**config.mk**
```make
export PLATFORM = sky130hd
export DESIGN_NAME = mult4x4_seq_ctrl
export DESIGN_NICKNAME = d
export VERILOG_FILES = /design/src/rtl/mult4x4_pkg.sv /design/src/rtl/mult4x4_seq_ctrl.sv
export SDC_FILE = /design/constraint.sdc
export NUM_CORES = 1
export LEC_CHECK = 0
export CORE_AREA = 2 2 39 41
export CTS_CLUSTER_DIAMETER = 40
export DETAILED_ROUTE_END_ITERATION = 6
export DIE_AREA = 0 0 41 43
export PLACE_DENSITY = 0.71
export SLEW_MARGIN = 10
export SYNTH_ARGS = -nofsm -noshare
export SYNTH_HDL_FRONTEND = slang
export SYNTH_SLANG_ARGS = --single-unit
```
**constraint.sdc**
```tcl
create_clock -name clk -period 3.2 [get_ports clk]
set_input_delay 0.8 -clock clk [delete_from_list [all_inputs] [get_ports clk]]
set_output_delay 0.8 -clock clk [all_outputs]
set_load 0.1 [all_outputs]
```
**src/rtl/mult4x4_pkg.sv**
```systemverilog
`default_nettype none
// +----------------------------------------------------------------------------+
// | Module      : mult4x4_pkg                                                  |
// | Description : State encoding, select constants and output decode shared   |
// |               by the 4x4 shift-add multiplier sequencing controller.       |
// | Revision    : 1.0 - initial release                                        |
// +----------------------------------------------------------------------------+
package mult4x4_pkg;

    // One-hot, so corrupted encodings are detectable and fall into default.
    typedef enum logic [7:0] {
        IDLE = 8'b0000_0001,
        CLR  = 8'b0000_0010,
        LOAD = 8'b0000_0100,
        P3   = 8'b0000_1000,
        P2   = 8'b0001_0000,
        P1   = 8'b0010_0000,
        P0   = 8'b0100_0000,
        DONE = 8'b1000_0000
    } state_t;

    localparam logic SEL_HI   = 1'b1;
    localparam logic SEL_LO   = 1'b0;
    localparam logic FB_SHIFT = 1'b0;
    localparam logic FB_HOLD  = 1'b1;

    typedef struct packed {
        logic busy;
        logic done;
        logic clr;
        logic ld_1;
        logic ld_2;
        logic s0;
        logic s1;
        logic s2;
    } ctrl_t;

    function automatic ctrl_t decode_ctrl(input state_t st);
        ctrl_t c;
        c = '0;
        case (st)
            CLR: begin
                c.busy = 1'b1;
                c.clr  = 1'b1;
            end
            LOAD: begin
                c.busy = 1'b1;
                c.ld_1 = 1'b1;
            end
            P3: begin
                c.busy = 1'b1;
                c.ld_2 = 1'b1;
                c.s0   = SEL_HI;
                c.s1   = SEL_HI;
                c.s2   = FB_SHIFT;
            end
            P2: begin
                c.busy = 1'b1;
                c.ld_2 = 1'b1;
                c.s0   = SEL_HI;
                c.s1   = SEL_LO;
                c.s2   = FB_SHIFT;
            end
            P1: begin
                c.busy = 1'b1;
                c.ld_2 = 1'b1;
                c.s0   = SEL_LO;
                c.s1   = SEL_HI;
                c.s2   = FB_HOLD;
            end
            P0: begin
                c.busy = 1'b1;
                c.ld_2 = 1'b1;
                c.s0   = SEL_LO;
                c.s1   = SEL_LO;
                c.s2   = FB_SHIFT;
            end
            DONE: begin
                c.busy = 1'b1;
                c.done = 1'b1;
            end
            default: c = '0;
        endcase
        return c;
    endfunction

endpackage
`default_nettype wire

```
**src/rtl/mult4x4_seq_ctrl.sv**
```systemverilog
`default_nettype none
// +----------------------------------------------------------------------------+
// | Module      : mult4x4_seq_ctrl                                             |
// | Description : Moore sequencer driving the 4x4 shift-add multiplier         |
// |               datapath (clear, operand load, four partial-product steps).  |
// | Revision    : 1.0 - initial release                                        |
// +----------------------------------------------------------------------------+
module mult4x4_seq_ctrl
    import mult4x4_pkg::*;
#(
    parameter logic DP_RST_ACTIVE = 1'b1
) (
    input  logic clk,
    input  logic rst,
    input  logic start,
    output logic busy,
    output logic done,
    output logic dp_rst,
    output logic ld_1,
    output logic ld_2,
    output logic s0,
    output logic s1,
    output logic s2
);

    state_t r_state;
    state_t w_next;
    ctrl_t  w_ctrl;

    always_comb begin
        w_next = IDLE;
        case (r_state)
            IDLE:    w_next = start ? CLR : IDLE;
            CLR:     w_next = LOAD;
            LOAD:    w_next = P3;
            P3:      w_next = P2;
            P2:      w_next = P1;
            P1:      w_next = P0;
            P0:      w_next = DONE;
            DONE:    w_next = IDLE;
            default: w_next = IDLE;
        endcase
    end

    // Outputs are registered from the next-state decode, so each output flop
    // always equals decode_ctrl(r_state) and is free of combinational glitches.
    assign w_ctrl = decode_ctrl(w_next);

    always_ff @(posedge clk or negedge rst) begin
        if (!rst) begin
            r_state <= IDLE;
            busy    <= 1'b0;
            done    <= 1'b0;
            dp_rst  <= ~DP_RST_ACTIVE;
            ld_1    <= 1'b0;
            ld_2    <= 1'b0;
            s0      <= 1'b0;
            s1      <= 1'b0;
            s2      <= 1'b0;
        end else begin
            r_state <= w_next;
            busy    <= w_ctrl.busy;
            done    <= w_ctrl.done;
            dp_rst  <= w_ctrl.clr ? DP_RST_ACTIVE : ~DP_RST_ACTIVE;
            ld_1    <= w_ctrl.ld_1;
            ld_2    <= w_ctrl.ld_2;
            s0      <= w_ctrl.s0;
            s1      <= w_ctrl.s1;
            s2      <= w_ctrl.s2;
        end
    end

endmodule
`default_nettype wire

```
# Yosys cells after proc, flatten, opt, wreduce, memory -nomap -nowiden
# Index checks and enable logic that the tools add are counted.
[totals]
reg_bits = 16
inputBits = 3
out_inout_bits = 8
[op_classes]
n_mux = 8
reduce_logical = 1
eq_ne = 14
[ops]
columns = ["cell", "count"]
rows = [
  ["case mux 8 bit (7 select lines)", 1],
  ["== test 8 x 2 -> 1 bit, second input constant", 2],
  ["== test 8 x 3 -> 1 bit, second input constant", 2],
  ["== test 8 x 4 -> 1 bit, second input constant", 2],
  ["== test 8 x 5 -> 1 bit, second input constant", 2],
  ["== test 8 x 6 -> 1 bit, second input constant", 2],
  ["== test 8 x 7 -> 1 bit, second input constant", 2],
  ["case mux 4 bit (4 select lines)", 1],
  ["== test 8 x 1 -> 1 bit, second input constant", 1],
  ["== test 8 bit, second input constant", 1],
  ["OR reduction 7 bit", 1],
  ["two-way mux 1 bit", 5],
  ["two-way mux 2 bit", 1],
]

# Longest topological paths before layout
[logic_depth]
ltp_word = 5
mapped_depth = 5

# Worst setup path before layout
# Ideal clock, no wire load.
[synth_path]
path_type = "reg-to-reg"
from = "register r_state[5]"
to = "register s1"
required_time_ns = 3.135
synth_period_minus_slack_ns = 1.732
stages_incl_launch_ff = 6
slack_ns = 1.468
setup_ns = 0.065
arrival_ns = 1.668
cell_sequence = "dfrtp_1 > or4_1 > buf_2 > or3_4 > nor3b_2 > or2_1"
[synth_rtl]
columns = ["element", "line_no", "text"]
rows = [
  ["start, declared", "mult4x4_seq_ctrl.sv:26", "state_t r_state;"],
  ["start signal, assigned", "mult4x4_seq_ctrl.sv:61", "r_state <= w_next;"],
  ["end signal, assigned", "mult4x4_seq_ctrl.sv:68", "s1 <= w_ctrl.s1;"],
  ["end, declared", "mult4x4_seq_ctrl.sv:22", "output logic s1,"],
]

==> flow_summary_export.csv <==
group,metric,value,unit
setup_path,reg2reg_from,"r_state[5]",
power,power_leakage,0.000348,µW
die,core,1380,µm²
setup_path,path_cells,"or4_1 > or3_4 > nor3b_2 > or2_1",
drt,drt_first_pass_iters,4,
sta,finClkSkew,0.00112,ns
yosys,synth_simple_gate_area_share,0.270,
placement,dpl.hpwl,631,µm
clock_tree,clk_latency,0.28,ns
setup_path,critical_path.top_delay_family,"simple AND/OR/NAND/NOR gates",
yosys,netlist-cell-type-count,17,
setup_path,cpPeakStageDelay,0.66,ns
cells_and_area,final_nets,60,
setup_path,worstPathArrival,2.08,ns
yosys,ys_warn_count,0,
min_path,worstHoldStart,"r_state[1]",
power,pwr-share-comb,0.374,
clock_tree,ctsRootBufferMaster,"clkbuf_4",
yosys,synth_area,608,µm²
sta,setup_viol,0,
power,seqPwrFrac,0.419,
cells_and_area,antennaDiodeCount,0,
die,start_util,0.439,
sta,fin_setup_tns,0,ns
sta,slew_viol_final,0,
clock_tree,cts_buffer_depth,2,
run_status,status,"complete, no violations",
grt,grt_pass1_vias,350,
setup_path,critPathKind,"register to register",
drt,drc_errors,0,
setup_path,cp-start-kind,"register",
drt,drt_iter0_drc,13,
cells_and_area,drive_above_1_share,0.286,
clock_tree,clk_pin_slew,0.09,ns
setup_path,cp_slowest_cell,"or4_1",
grt,grt_max_degree,17,
sta,rsz0062_at_grt,"false",
power,p_total,631,µW
min_path,min_to,"s0",
cells_and_area,areaGrowthSynthToFinish,20.4,%
yosys,syn_inst,45,
setup_path,crit_fanout,6,
yosys,avgSynthCellArea,13.5,µm²
yosys,synth_top_family_by_area,"simple AND/OR/NAND/NOR gates",
cells_and_area,layout.cells.non_filler,72,
setup_path,reg2reg_to,"s1",
drt,wire_per_inst,13.0,µm
die,die_h,43,µm
setup_path,r2r_slack,1.35,ns
die,rows,14,
die,die-area,1760,µm²
cells_and_area,fill_cells,115,
placement,gp_congestion,0.768,
sta,slew_headroom,0.554,
clock_tree,htreeDepth,1,
sta,period_share,0.578,
sta,finalHoldViolCount,0,
cells_and_area,regMostFlops,"r_state",
grt,overflow,0,
grt,gr-usage-all-layers,0.147,
power,pwr-share-clk,0.207,
clock_tree,cts_buffers,3,
die,fp.dieW,41,µm
placement,numPortBuffers,10,
yosys,yosysSeqAreaShare,0.660,
drt,routed_via_density,5.43,
sta,period_minus_slack,1.85,ns
min_path,hold_class,"register to register",
min_path,hold_path_depth,1,
yosys,synth_xor_area_frac,0.0288,
drt,routed_wl,935,µm
cells_and_area,largest_reg_flops,8,
yosys,synth_compound_area_frac,0.0206,
clock_tree,cts_setup_buffers,0,
drt,ant_nets,0,
yosys,synth_nets,48,
die,ios,11,
run,max_cap_violations,0,
clock_tree,post_cts_resized,0,
power,swShare,0.420,
setup_path,required,3.43,ns
clock_tree,clkSinkCount,16,
yosys,muxShareOfSynthArea,0,
setup_path,path_buf_inv,0,
power,p_per_area,862,nW/µm²
drt,via_count,391,
power,switchingPower,265,µW
yosys,ys_ff_latch,16,
sta,clock.fmax,541,MHz
power,p_int,366,µW
grt,antenna_found_initial,0,
clock_tree,cts-hold-fix-buffers,0,
power,ir_worst_vdd,426,µV
setup_path,rr_worst_depth,4,
sta,tightest_slew,0.666,ns
placement,placedCellCount,68,
yosys,synth-adder-area-share,0,
clock_tree,cts_tree,"built",
setup_path,endpoint_kind,"register",
grt,grt_first_pass_wirelength,1590,µm
-- final cells by class --
class / count / area, µm² / share of cell area
sequential: 16 / 402 / 0.549
timing repair buffer: 10 / 80.1 / 0.109
tap: 16 / 20.0 / 0.0274
clock buffer: 4 / 36.3 / 0.0496
multi-input combinational: 26 / 194 / 0.265
-- routing by layer --
layer  GRT usage  vias up  share of wire
li1            -      187              -
met1       0.185      184           0.41
met2       0.188       16           0.49
met3      0.0471        4          0.058
met4       0.140        0          0.036
met5           0        -              0
-- cells in the final DEF, fill, tap and decap left out, types with 2 or more instances in the layout --
cell              n
dfrtp_1          15
buf_4             8
nor4_1            7
nor3b_1           4
clkbuf_4          3
nor2_1            2
and4b_1           2
or4_1             2
xnor2_1           2
clkdlybuf4s50_1   2
-- metrics by stage --
step	setup slack, ns	utilization	instance area, µm²	hold slack [ns]
finish	1.35	0.529	732	0.528
CTS	1.34	0.529	732	0.524
detailed placement	1.29	0.503	696	0.501
global placement	1.31	0.503	696	0.516
floorplan	1.47	-	608	0.470
global route	1.26	0.529	732	0.567
-- cell usage after synthesis --
library cell  count  share of area
dfrtp_1          15           0.62
nor4_1            7          0.072
nor3b_1           4          0.049
and4b_1           2          0.033
clkbuf_1          2          0.012
nor2_1            2          0.012
or4_1             2          0.025
xnor2_1           2          0.029
buf_2             1         0.0082
dfstp_2           1          0.043
nand2_1           1         0.0062
nand2b_1          1          0.010
nand3b_1          1          0.012
nor3b_2           1          0.021
o22ai_2           1          0.021
or2_1             1          0.010
or3_4             1          0.019
-- cell families (layout without fill, tap and decap cells) --
family	after synthesis	after routing
buffers and inverters	3	14
and+or+nand+nor	23	23
xor gates and xnor gates	2	2
AOI/OAI and AO/OA	1	1
DFF	16	16
-- worst max-delay path by stage --
stage / endpoint / cells past startpoint / slack (ns) / from
after global placement: busy / 4 / 1.31 / start
after CTS: s1 / 4 / 1.34 / r_state[5]
after detailed placement: busy / 4 / 1.29 / start
final: s1 / 4 / 1.35 / r_state[5]
after floorplan: s1 / 5 / 1.47 / r_state[5]
after global routing: s1 / 4 / 1.26 / r_state[5]
-- worst register-to-register path, stage by stage (launching register included) --
cell     delay [ns]
dfrtp_1        0.44
or4_1          0.66
or3_4          0.40
nor3b_2        0.18
or2_1          0.12
-- power by group through the flow --
stage	combinational, µW	clock, µW	sequential, µW
final	236	130	265
after global routing	247	142	271
after CTS	237	136	264
after detailed placement	236	0	268
after global placement	235	0	267
after floorplan	70.8	0	384
Note: power is estimated with default switching activity, not from simulation.
